--- config.mk ---
export PLATFORM = sky130hd
export DESIGN_NAME = keypad_entry_ctrl
export DESIGN_NICKNAME = d
export VERILOG_FILES = /design/src/rtl/keypad_entry_ctrl.sv
export SDC_FILE = /design/constraint.sdc
export NUM_CORES = 1
export LEC_CHECK = 0
export ABC_AREA = 1
export CAP_MARGIN = 25
export CORE_ASPECT_RATIO = 1.4
export CORE_UTILIZATION = 50
export CTS_CLUSTER_SIZE = 25
export DETAILED_ROUTE_END_ITERATION = 12
export GPL_TIMING_DRIVEN = 0
export PLACE_DENSITY = 0.79
export SETUP_SLACK_MARGIN = 0.4
export SLEW_MARGIN = 10
export SYNTH_ARGS = -nofsm -noshare
export SYNTH_HDL_FRONTEND = slang
export SYNTH_SLANG_ARGS = --single-unit
--- constraint.sdc ---
create_clock -name clk -period 4.6 [get_ports clk]
set_input_delay 0.92 -clock clk [delete_from_list [all_inputs] [get_ports clk]]
set_output_delay 0.92 -clock clk [all_outputs]
set_load 0.005 [all_outputs]
--- src/rtl/keypad_entry_ctrl.sv ---
`default_nettype none
// ============================================================================
// Module   : keypad_entry_ctrl
// Purpose  : Sits between the raw keypad push-buttons and the charbuf
//            hex-character buffer. Keys are synchronised and debounced, then
//            classified as digit, backspace, clear or enter. Each accepted
//            press produces exactly one single-cycle charbuf command. The
//            block tracks how full the buffer is, and on enter it copies the
//            buffer contents into a result register.
// Ports    : clk, rst (async, active high)
//            key_i[18:0]    raw keys: [15:0] hex 0-F, [16] bksp, [17] clr,
//                           [18] enter
//            cb_out_i       charbuf contents; cb_is_empty_i is the charbuf
//                           empty flag
//            cb_enable_o, cb_clr_o, cb_bksp_o, cb_is_ctrl_o, cb_char_o
//                           charbuf command outputs, all registered
//            count_o        characters held; value_o holds the last
//                           committed contents
//            valid_o / overflow_o / timeout_o  one-cycle pulses
// Options  : TIMEOUT_CLR_EN  when defined, the buffer is auto-cleared after
//                            TIMEOUT idle cycles
// Revision : 1.0  initial release
// ============================================================================
module keypad_entry_ctrl #(
  parameter int DEBOUNCE   = 4,
  parameter int MAX_DIGITS = 8,
  parameter int TIMEOUT    = 1000
) (
  input  logic                    clk,
  input  logic                    rst,
  input  logic [18:0]             key_i,
  input  logic [4*MAX_DIGITS-1:0] cb_out_i,
  input  logic                    cb_is_empty_i,
  output logic                    cb_enable_o,
  output logic                    cb_clr_o,
  output logic                    cb_bksp_o,
  output logic                    cb_is_ctrl_o,
  output logic [3:0]              cb_char_o,
  output logic [3:0]              count_o,
  output logic [4*MAX_DIGITS-1:0] value_o,
  output logic                    valid_o,
  output logic                    overflow_o,
  output logic                    timeout_o
);

  localparam int             DW    = $clog2(DEBOUNCE + 1);
  localparam logic [DW-1:0]  C_DEB = DW'(DEBOUNCE);
  localparam logic [3:0]     C_MAX = 4'(MAX_DIGITS);

  typedef enum logic [1:0] {
    IDLE     = 2'd0,
    DEB      = 2'd1,
    FIRE     = 2'd2,
    WAIT_REL = 2'd3
  } state_t;

  state_t                  state_q, state_d;
  logic [18:0]             sync1_q, ks_q;
  logic [18:0]             snap_q, snap_d;
  logic [DW-1:0]           dcnt_q, dcnt_d;
  logic [3:0]              count_q, count_d;
  logic                    en_q, en_d, clr_q, clr_d, bksp_q, bksp_d;
  logic                    ctrl_q, ctrl_d, ovf_q, ovf_d;
  logic [3:0]              char_q, char_d;
  logic                    commit_q, commit_d;
  logic [4*MAX_DIGITS-1:0] value_q, value_d;
  logic                    valid_q, valid_d;
  logic [3:0]              digit;

  // The lowest-index digit wins, so scan from the top down.
  always_comb begin
    digit = 4'd0;
    for (int i = 15; i >= 0; i--) begin
      if (snap_q[i]) digit = 4'(i);
    end
  end

`ifdef TIMEOUT_CLR_EN
  localparam int            IW     = $clog2(TIMEOUT + 1);
  localparam logic [IW-1:0] C_TOM1 = IW'(TIMEOUT - 1);
  logic [IW-1:0] icnt_q, icnt_d;
  logic          tmo_q, tmo_d;
  assign timeout_o = tmo_q;
`else
  assign timeout_o = 1'b0;
`endif

  always_comb begin
    state_d  = state_q;
    snap_d   = snap_q;
    dcnt_d   = dcnt_q;
    count_d  = count_q;
    en_d     = 1'b0;
    clr_d    = 1'b0;
    bksp_d   = 1'b0;
    ctrl_d   = 1'b0;
    char_d   = 4'd0;
    ovf_d    = 1'b0;
    commit_d = 1'b0;
    // Capture at the edge that ends FIRE, while charbuf still holds the
    // contents it had before the clear.
    valid_d  = commit_q;
    value_d  = commit_q ? cb_out_i : value_q;

    // During FIRE the charbuf flags still show the state before the command
    // we just issued, so the resync only runs outside FIRE.
    if (state_q != FIRE && cb_is_empty_i && count_q != 4'd0) count_d = 4'd0;

    case (state_q)
      IDLE: begin
        if (ks_q != 19'd0) begin
          state_d = DEB;
          dcnt_d  = DW'(1);
          snap_d  = ks_q;
        end
      end
      DEB: begin
        if (ks_q == 19'd0) begin
          state_d = IDLE;
        end else if (ks_q != snap_q) begin
          dcnt_d = DW'(1);
          snap_d = ks_q;
        end else if (dcnt_q == C_DEB) begin
          state_d = FIRE;
          // Command registers load here so they are high during FIRE only.
          if (snap_q[17]) begin
            clr_d   = 1'b1;
            count_d = 4'd0;
          end else if (snap_q[16]) begin
            if (count_q != 4'd0) begin
              en_d    = 1'b1;
              bksp_d  = 1'b1;
              ctrl_d  = 1'b1;
              count_d = count_q - 4'd1;
            end
          end else if (snap_q[18]) begin
            if (count_q != 4'd0) begin
              clr_d    = 1'b1;
              commit_d = 1'b1;
              count_d  = 4'd0;
            end
          end else if (count_q < C_MAX) begin
            en_d    = 1'b1;
            char_d  = digit;
            count_d = count_q + 4'd1;
          end else begin
            ovf_d = 1'b1;
          end
        end else begin
          dcnt_d = dcnt_q + DW'(1);
        end
      end
      FIRE:     state_d = WAIT_REL;
      WAIT_REL: if (ks_q == 19'd0) state_d = IDLE;
      default:  state_d = IDLE;
    endcase
  end

`ifdef TIMEOUT_CLR_EN
  // The idle counter runs only while waiting in IDLE with characters held.
  // An arriving press takes priority and zeroes the counter.
  always_comb begin
    icnt_d = '0;
    tmo_d  = 1'b0;
    if (state_q == IDLE && ks_q == 19'd0 && count_q != 4'd0) begin
      if (icnt_q == C_TOM1) begin
        tmo_d = 1'b1;
      end else begin
        icnt_d = icnt_q + IW'(1);
      end
    end
  end

  always_ff @(posedge clk or posedge rst) begin
    if (rst) begin
      icnt_q <= '0;
      tmo_q  <= 1'b0;
    end else begin
      icnt_q <= icnt_d;
      tmo_q  <= tmo_d;
    end
  end
`endif

  always_ff @(posedge clk or posedge rst) begin
    if (rst) begin
      sync1_q  <= '0;
      ks_q     <= '0;
      state_q  <= IDLE;
      snap_q   <= '0;
      dcnt_q   <= '0;
      count_q  <= '0;
      en_q     <= 1'b0;
      clr_q    <= 1'b0;
      bksp_q   <= 1'b0;
      ctrl_q   <= 1'b0;
      char_q   <= '0;
      ovf_q    <= 1'b0;
      commit_q <= 1'b0;
      value_q  <= '0;
      valid_q  <= 1'b0;
    end else begin
      sync1_q  <= key_i;
      ks_q     <= sync1_q;
      state_q  <= state_d;
      snap_q   <= snap_d;
      dcnt_q   <= dcnt_d;
      en_q     <= en_d;
      bksp_q   <= bksp_d;
      ctrl_q   <= ctrl_d;
      char_q   <= char_d;
      ovf_q    <= ovf_d;
      commit_q <= commit_d;
      value_q  <= value_d;
      valid_q  <= valid_d;
`ifdef TIMEOUT_CLR_EN
      count_q  <= tmo_d ? 4'd0 : count_d;
      clr_q    <= clr_d | tmo_d;
`else
      count_q  <= count_d;
      clr_q    <= clr_d;
`endif
    end
  end

  assign cb_enable_o  = en_q;
  assign cb_clr_o     = clr_q;
  assign cb_bksp_o    = bksp_q;
  assign cb_is_ctrl_o = ctrl_q;
  assign cb_char_o    = char_q;
  assign count_o      = count_q;
  assign value_o      = value_q;
  assign valid_o      = valid_q;
  assign overflow_o   = ovf_q;

endmodule
`default_nettype wire
==> out/summary.txt, run 1 <==
STA
----------------------------------------------------------------------------------
Highest attainable clock frequency                                         441 MHz
Post-layout min period                                                     2.27 ns
Number of setup violations in the final report                                   0
Slew at the pin closest to its max-slew limit                             0.584 ns
Count of final max-slew check failures                                           0
Worst slew margin relative to its limit                                      0.611
Post-Route Skew                                                         0.00659 ns
Final hold viol count                                                            0
Unrepaired setup endpoints after global routing                                 no
Part of the cycle the worst path needs                                       0.493

FLOORPLANNING
----------------------------------------------------------------------------------
Boundary pin count                                                             101
Standard-cell row count                                                         40
Die width                                                                  82.3 um
Die H                                                                       114 um
Core area                                                                 8660 um2
Overall die area                                                          9420 um2
Initial Util                                                                 0.521

PLACE
----------------------------------------------------------------------------------
Final HPWL from detailed placement                                         6900 um
Number of placed instances with taps included                                  642
Routability congestion estimate from global placement                        0.909
IO buf count                                                                    99

SETUP PATH
----------------------------------------------------------------------------------
CP Launch Type                                                                flop
CP delay by family, top                                               buffers and inverters
Cell-by-cell trace of the critical path                               clkdlybuf4s50_1
Critical path buffers and inverters                                              1
Sort of element at the end of the critical path                        output port
Required time of the critical path                                         3.68 ns
Delay of the slowest cell on the worst path                                0.54 ns
Data arrival at the endpoint of the critical path                          1.35 ns
Crit path max-delay cell type                                         sky130_fd_sc_hd__clkdlybuf4s50_1
Count of cell instances traversed by the critical path                           1
Endpoint of the lowest-slack register-to-register path                snap_q[17]$_DFFE_PP0P_
Launch point of the worst reg-to-reg path                             snap_q[16]$_DFFE_PP0P_
Worst-path fanout max                                                            7
Worst Reg-to-Reg Cells                                                          10
Slack of the worst reg-to-reg path                                         2.60 ns
WS Path Type                                                          flop to output port

FINAL LAYOUT
----------------------------------------------------------------------------------
Count of antenna diodes in the layout                                            0
Utilization after layout                                                     0.691
Ratio of cells with drive above 1 in the final layout                        0.128
Final Non-Filler Cells                                                         658
Signed area change from the synthesized netlist to the final layout          32.5%
Final Net Count                                                                606

SYNTH
----------------------------------------------------------------------------------
Part of the Yosys area used for sequential elements                          0.599
Post-synthesis cell type with the largest combined area               sky130_fd_sc_hd__dfrtp_1
Post-synthesis area per instance                                          10.3 um2
Area contributors post-synth                                          sky130_fd_sc_hd__dfrtp_1 60%, sky130_fd_sc_hd__mux2_2 8.0%, sky130_fd_sc_hd__nand2_1 7.1%
Synth cell types                                                                31
Synthesized instance count                                                     437
Synth Register Bits                                                            108
Cell area after synthesis                                                 4510 um2
Async set or reset register ratio after synthesis                             1.00
Synthesis Warnings                                                               0
Fraction of post-synthesis cell area in the top cell type by area            0.599
Synth cell count leaders                                              108 x sky130_fd_sc_hd__dfrtp_1, 85 x sky130_fd_sc_hd__nand2_1, 49 x sky130_fd_sc_hd__inv_1, 43 x sky130_fd_sc_hd__nor2_1, 32 x sky130_fd_sc_hd__mux2_2
Most frequent cell after synthesis                                    sky130_fd_sc_hd__dfrtp_1
Synthesized Nets                                                               495
Top flip-flop cell by instance count after synthesis                  sky130_fd_sc_hd__dfrtp_1
Count of flip-flops with a built-in enable after synthesis                       0

ROUTING
----------------------------------------------------------------------------------
Via count                                                                     3361
Post-route DRC                                                                   0
Antenna violation net count after detailed routing                               0
First-iteration detailed-routing DRC count                                     164
Detail-routed via count per cell                                              5.11
Avg WL per Cell                                                            14.1 um
Drt pass-1 iters                                                                 5
Routed wire length                                                         9250 um

GRT
----------------------------------------------------------------------------------
Global-route congestion overflow total                                           0
Maximum number of pins on one net before global-route repair                    65
Total routing usage reported by global routing                               0.218
Global-route wire length before repair                                    15200 um
Number of antenna violations at the first check in global routing                0
Via count of the first global-routing pass                                    3404

CLOCK NETWORK
----------------------------------------------------------------------------------
Number of setup buffers added after CTS                                          0
Hold-fix buffers at CTS                                                          0
Number of buffers created by CTS                                                 9
Clock insertion delay at the later pin of the skew report                  0.34 ns
Maximum number of buffers from clock root to sink                                2
TritonCTS clock tree                                                         built
Library cell used as clock root buffer                                sky130_fd_sc_hd__clkbuf_16
Clock sink total                                                               108
Post-CTS Resized                                                                 0
Clock slew seen by the registers of the worst setup and hold paths         0.07 ns
Maximum level of the CTS H-tree                                                  3

WORST HOLD PATH
----------------------------------------------------------------------------------
Startpoint of the lowest-slack hold path                              sync1_q[7]$_DFF_PP0_
Hold Crit Endpoint                                                    ks_q[7]$_DFF_PP0_
Hold path depth                                                                  0
Worst min-delay path category                                         flop to flop

OUTCOME
----------------------------------------------------------------------------------
Outcome                                                               finished, final reports clean

POWER AND IR DROP
----------------------------------------------------------------------------------
PD cells                                                                320 nW/um2
Worst vdd rail ir drop                                                  0.000277 V
Leakage power of the design                                                2.85 nW

FLOW RUN
----------------------------------------------------------------------------------
Number of max-cap violations                                                     0

## sequential cells by signal, summed over array words and instances, names as in the netlist, named ones only
signal        cells
cb_char_o         4
overflow_o        1
cb_enable_o       1
cb_is_ctrl_o      1
sync1_q          19
value_o          32
ks_q             19
valid_o           1
commit_q          1
state_q           1
dcnt_q            3
cb_clr_o          1
snap_q           19
count_o           4
## report_power, final
part           leakage [nW]  internal [mW]  total, mW  switching (mW)
clock                 0.156          0.467      0.788           0.321
sequential             1.37          0.975      0.994          0.0193
combinational          1.33         0.0663      0.129          0.0625
total                  2.85           1.51       1.91           0.403
## kinds of logic (layout without fill, tap and decap cells)
family,after synthesis,count (layout),synth area share
xor+xnor,16,16,0.0311
other cells,1,1,0.000831
mux,32,32,0.0798
compound gates,42,42,0.0579
fa+ha+maj,4,4,0.0111
buf+inv,62,178,0.0591
flops,108,108,0.599
simple gates,172,172,0.161
## per-stage QoR
| stage | power [mW] | setup WS, ns | hold slack (ns) | setup TNS, ns | instance area (um2) |
|---|---|---|---|---|---|
| 2_1_floorplan | 1.07 | 0.834 | 0.331 | 0 | 4510 |
| 3_3_place_gp | 1.13 | -0.515 | 0.332 | -54.81 | 5640 |
| 3_5_place_dp | 1.14 | 2.27 | 0.335 | 0 | 5670 |
| 4_1_cts | 1.93 | 2.33 | 0.349 | 0 | 5980 |
| 5_1_grt | 1.98 | 2.28 | 0.355 | 0 | 5980 |
| 6_report | 1.91 | 2.33 | 0.348 | 0 | 5980 |
## cell usage in the layout (no fill, tap or decap), drive strengths merged
cell / synthesis / routed
a21oi: 14 / 14
a41oi: 1 / 1
buf: 9 / 10
bufinv: 0 / 1
clkbuf: 2 / 15
clkdlybuf4s50: 0 / 99
clkinv: 1 / 3
conb: 1 / 1
dfrtp: 108 / 108
ha: 4 / 4
inv: 50 / 50
mux2: 32 / 32
nand2: 87 / 87
nand3: 20 / 20
nand4: 6 / 6
nor2: 44 / 44
nor3: 11 / 11
nor3b: 1 / 1
nor4: 3 / 3
o2111ai: 1 / 1
o21ai: 23 / 23
o22ai: 2 / 2
o31a: 1 / 1
xnor2: 7 / 7
xor2: 9 / 9
## cell type report
type,count,area [um2]
multi-input combinational,267,1540
sequential,108,2700
inverter,51,194
clock inverter,3,43.8
fill,651,2680
clock buffer,13,270
timing repair buffer,100,1020
buffer,11,75.1
tap,105,131
## routing by layer
| metal | track usage | vias up | routed length (um) |
|---|---|---|---|
| li1 | - | 1624 | - |
| met1 | 0.267 | 1616 | 3590 |
| met2 | 0.354 | 98 | 4990 |
| met3 | 0.0398 | 23 | 395 |
| met4 | 0.124 | 0 | 279 |
| met5 | 0 | - | 0 |
## worst max path at each step
stage / start / to / slack [ns]
6_report: count_o[3]$_DFF_PP0_ / count_o[3] / 2.33
3_3_place_gp: rst / snap_q[14]$_DFFE_PP0P_ / -0.51
3_5_place_dp: cb_is_empty_i / count_o[3]$_DFF_PP0_ / 2.27
4_1_cts: count_o[0]$_DFF_PP0_ / count_o[0] / 2.33
2_1_floorplan: rst / async pin / 0.83
5_1_grt: count_o[3]$_DFF_PP0_ / count_o[3] / 2.28
(Power assumes the default switching activity.)
==> run 2, diff against run 1 <==
Clock period 4.6 ns to 2.4 ns, I/O delays scaled along.
==> run 2 against run 1 <==
Against the previous run:
- worst setup slack worse by 1.8 ns
- clock power rose by 100%
- power up 98%
- critical path depth unchanged
- register-to-register slack lost 2.1 ns
- combinational power up 100%
- sequential share of layout area is 0.86 points lower
- clock skew rose by 0.0014 ns
- wire length is 6.3% higher
- global-route usage is 0.74 points higher
- critical endpoint unchanged
- largest power group unchanged
==> out/summary.txt, run 2 (same netlist as run 1, synthesis figures left out) <==
OUTCOME
----------------------------------------------------------------------------------
Outcome                                                               finished, final reports clean   unchanged

FLOORPLANNING
----------------------------------------------------------------------------------
Overall die area                                                          9420 um2   unchanged
Core area                                                                 8660 um2   unchanged
Die H                                                                       114 um   unchanged
Initial Util                                                                 0.521   unchanged
Boundary pin count                                                             101   unchanged
Standard-cell row count                                                         40   unchanged
Die width                                                                  82.3 um   unchanged

SETUP PATH
----------------------------------------------------------------------------------
Worst-path fanout max                                                            7   unchanged
Cell-by-cell trace of the critical path                               clkdlybuf4s50_1   unchanged
Worst Reg-to-Reg Cells                                                          10   unchanged
CP delay by family, top                                               buffers and inverters   unchanged
Endpoint of the lowest-slack register-to-register path                snap_q[17]$_DFFE_PP0P_   unchanged
Critical path buffers and inverters                                              1   unchanged
Data arrival at the endpoint of the critical path                          1.38 ns   was 1.35 ns
Launch point of the worst reg-to-reg path                             ks_q[14]$_DFF_PP0_   was snap_q[16]$_DFFE_PP0P_
CP Launch Type                                                                flop   unchanged
WS Path Type                                                          flop to output port   unchanged
Required time of the critical path                                         1.92 ns   was 3.68 ns
Slack of the worst reg-to-reg path                                         0.54 ns   was 2.60 ns
Delay of the slowest cell on the worst path                                0.56 ns   was 0.54 ns
Crit path max-delay cell type                                         sky130_fd_sc_hd__clkdlybuf4s50_1   unchanged
Sort of element at the end of the critical path                        output port   unchanged

POWER AND IR DROP
----------------------------------------------------------------------------------
Final Total Pwr                                                            3.78 mW   was 1.91 mW
Gate power share                                                             0.069   was 0.067
Internal portion of total power                                            3.00 mW   was 1.51 mW
PD cells                                                                619 nW/um2   was 320 nW/um2
Proportion of total power due to net switching                               0.206   was 0.211
Clock Power Share                                                            0.426   was 0.412
Leakage power of the design                                                2.90 nW   was 2.85 nW
Portion of total power attributed to sequential cells                        0.505   was 0.520
Switching power                                                           0.776 mW   was 0.403 mW
Worst vdd rail ir drop                                                  0.000458 V   was 0.000277 V

ROUTING
----------------------------------------------------------------------------------
Avg WL per Cell                                                            14.9 um   was 14.1 um
Drt pass-1 iters                                                                 4   was 5
First-iteration detailed-routing DRC count                                     158   was 164
Via count                                                                     3367   was 3361
Post-route DRC                                                                   0   unchanged
Detail-routed via count per cell                                              5.09   was 5.11
Antenna violation net count after detailed routing                               0   unchanged
Routed wire length                                                         9830 um   was 9250 um

STA
----------------------------------------------------------------------------------
Part of the cycle the worst path needs                                       0.777
Slew at the pin closest to its max-slew limit                             0.565 ns   was 0.584 ns
Count of final max-slew check failures                                           0   unchanged
Highest attainable clock frequency                                         536 MHz
Post-layout min period                                                     1.86 ns
Smallest hold slack                                                       0.343 ns   was 0.348 ns
Final hold viol count                                                            0   unchanged
Setup slack of the critical path after layout                             0.535 ns   was 2.33 ns
Worst slew margin relative to its limit                                      0.620   was 0.611
Number of setup violations in the final report                                   0   unchanged
Post-Route Skew                                                         0.00799 ns   was 0.00659 ns
Unrepaired setup endpoints after global routing                                yes   was no
Final setup TNS                                                               0 ns   unchanged

FINAL LAYOUT
----------------------------------------------------------------------------------
Multi-input combinational cell area                                       1600 um2   was 1540 um2
Ratio of cells with drive above 1 in the final layout                        0.155   was 0.128
Signed area change from the synthesized netlist to the final layout          35.3%   was 32.5%
Number of flip-flops in the largest register                                    32   unchanged
Register cell area after layout                                           2710 um2   was 2700 um2
Final-layout fill cell count                                                   614   was 651
Count of antenna diodes in the layout                                            0   unchanged
Final Net Count                                                                610   was 606
Commonest non-fill, non-tap cells in the layout                       105 x sky130_fd_sc_hd__dfrtp_1, 99 x sky130_fd_sc_hd__clkdlybuf4s50_1, 85 x sky130_fd_sc_hd__nand2_1   was 108 x sky130_fd_sc_hd__dfrtp_1, 99 x sky130_fd_sc_hd__clkdlybuf4s50_1, 85 x sky130_fd_sc_hd__nand2_1
Leading cell type in the layout, fill and taps excluded               sky130_fd_sc_hd__dfrtp_1   unchanged

PLACE
----------------------------------------------------------------------------------
Routability congestion estimate from global placement                        0.879   was 0.909
Place WS                                                                  0.412 ns   was 2.27 ns
Final HPWL from detailed placement                                         7470 um   was 6900 um
IO buf count                                                                    99   unchanged

GRT
----------------------------------------------------------------------------------
Total routing usage reported by global routing                               0.225   was 0.218
Global-route wire length before repair                                    15600 um   was 15200 um
Number of antenna violations at the first check in global routing                0   unchanged
Via count of the first global-routing pass                                    3414   was 3404
Maximum number of pins on one net before global-route repair                    37   was 65
Global-route congestion overflow total                                           0   unchanged

CLOCK NETWORK
----------------------------------------------------------------------------------
Clock sink total                                                               108   unchanged
Clock slew seen by the registers of the worst setup and hold paths         0.06 ns   was 0.07 ns
Clock insertion delay at the later pin of the skew report                  0.34 ns   about the same
Number of buffers created by CTS                                                 9   unchanged
TritonCTS clock tree                                                         built   unchanged
Maximum number of buffers from clock root to sink                                2   unchanged
Library cell used as clock root buffer                                sky130_fd_sc_hd__clkbuf_16   unchanged
Maximum level of the CTS H-tree                                                  3   unchanged
Hold-fix buffers at CTS                                                          0   unchanged

WORST HOLD PATH
----------------------------------------------------------------------------------
Startpoint of the lowest-slack hold path                              sync1_q[18]$_DFF_PP0_   was sync1_q[7]$_DFF_PP0_
Hold path depth                                                                  0   unchanged
Worst min-delay path category                                         flop to flop   unchanged
Hold Crit Endpoint                                                    ks_q[18]$_DFF_PP0_   was ks_q[7]$_DFF_PP0_

FLOW RUN
----------------------------------------------------------------------------------
Number of max-cap violations                                                     0   unchanged

[run 2: cell types whose count changed in the layout (fill, tap and decap cells not counted), moves of 2 or more]
cell	previous run	this run
sky130_fd_sc_hd__xnor2_1	7	4
sky130_fd_sc_hd__dfrtp_2	0	3
sky130_fd_sc_hd__xnor2_2	0	3
sky130_fd_sc_hd__nor3_2	2	4
sky130_fd_sc_hd__buf_4	3	5
sky130_fd_sc_hd__nor3_1	9	6
sky130_fd_sc_hd__buf_12	0	3
sky130_fd_sc_hd__dfrtp_1	108	105
[run 2: final cells by class]
class | instances | area share
Inverter | 51 | 0.0320
Sequential cell | 108 | 0.443
Multi-Input combinational cell | 267 | 0.261
Timing Repair Buffer | 104 | 0.175
Clock buffer | 12 | 0.0437
Tap cell | 105 | 0.0215
Buffer | 11 | 0.0123
Clock inverter | 3 | 0.0113
[run 2: stage by stage]
step / util / std cells / cell area, um2
final: 0.705 / 661 / 6100
after global routing: 0.705 / 661 / 6100
after CTS: 0.698 / 659 / 6040
after detailed placement: 0.658 / 644 / 5700
after global placement: 0.651 / 641 / 5640
after floorplan: - / 437 / 4520
[run 2: what timing repair did]
item                       in CTS  in global routing
setup endpoints to repair       1                 27
setup buffers                   0                  2
pin swaps                       0                  4
resized for setup               1                 13
[run 2: how the worst max path moves through the flow]
stage | start | endpoint | slack (ns) | depth (start not counted)
2_1_floorplan | rst | async pin | 0.62 | 1
5_1_grt | count_o[1]$_DFF_PP0_ | count_o[2]$_DFF_PP0_ | 0.38 | 10
6_report | count_o[3]$_DFF_PP0_ | count_o[3] | 0.54 | 1
3_5_place_dp | count_o[0]$_DFF_PP0_ | count_o[2]$_DFF_PP0_ | 0.41 | 10
4_1_cts | snap_q[16]$_DFFE_PP0P_ | snap_q[5]$_DFFE_PP0P_ | 0.41 | 11
3_3_place_gp | rst | ks_q[9]$_DFF_PP0_ | -0.37 | 2
[run 2: power groups by stage]
stage / clock network (mW) / logic [mW] / registers, mW
3_5_place_dp: 0 / 0.256 / 1.94
2_1_floorplan: 0 / 0.126 / 1.93
6_report: 1.61 / 0.259 / 1.91
4_1_cts: 1.63 / 0.258 / 1.91
3_3_place_gp: 0 / 0.236 / 1.94
5_1_grt: 1.69 / 0.289 / 1.91
[run 2: routing by layer]
metal / share of wire / track usage / vias up / routed length [um]
met5: 0 / 0 / - / 0
met4: 0.027 / 0.0912 / 0 / 267
met3: 0.036 / 0.0470 / 25 / 355
met2: 0.55 / 0.406 / 92 / 5360
met1: 0.39 / 0.250 / 1628 / 3850
li1: - / - / 1622 / -
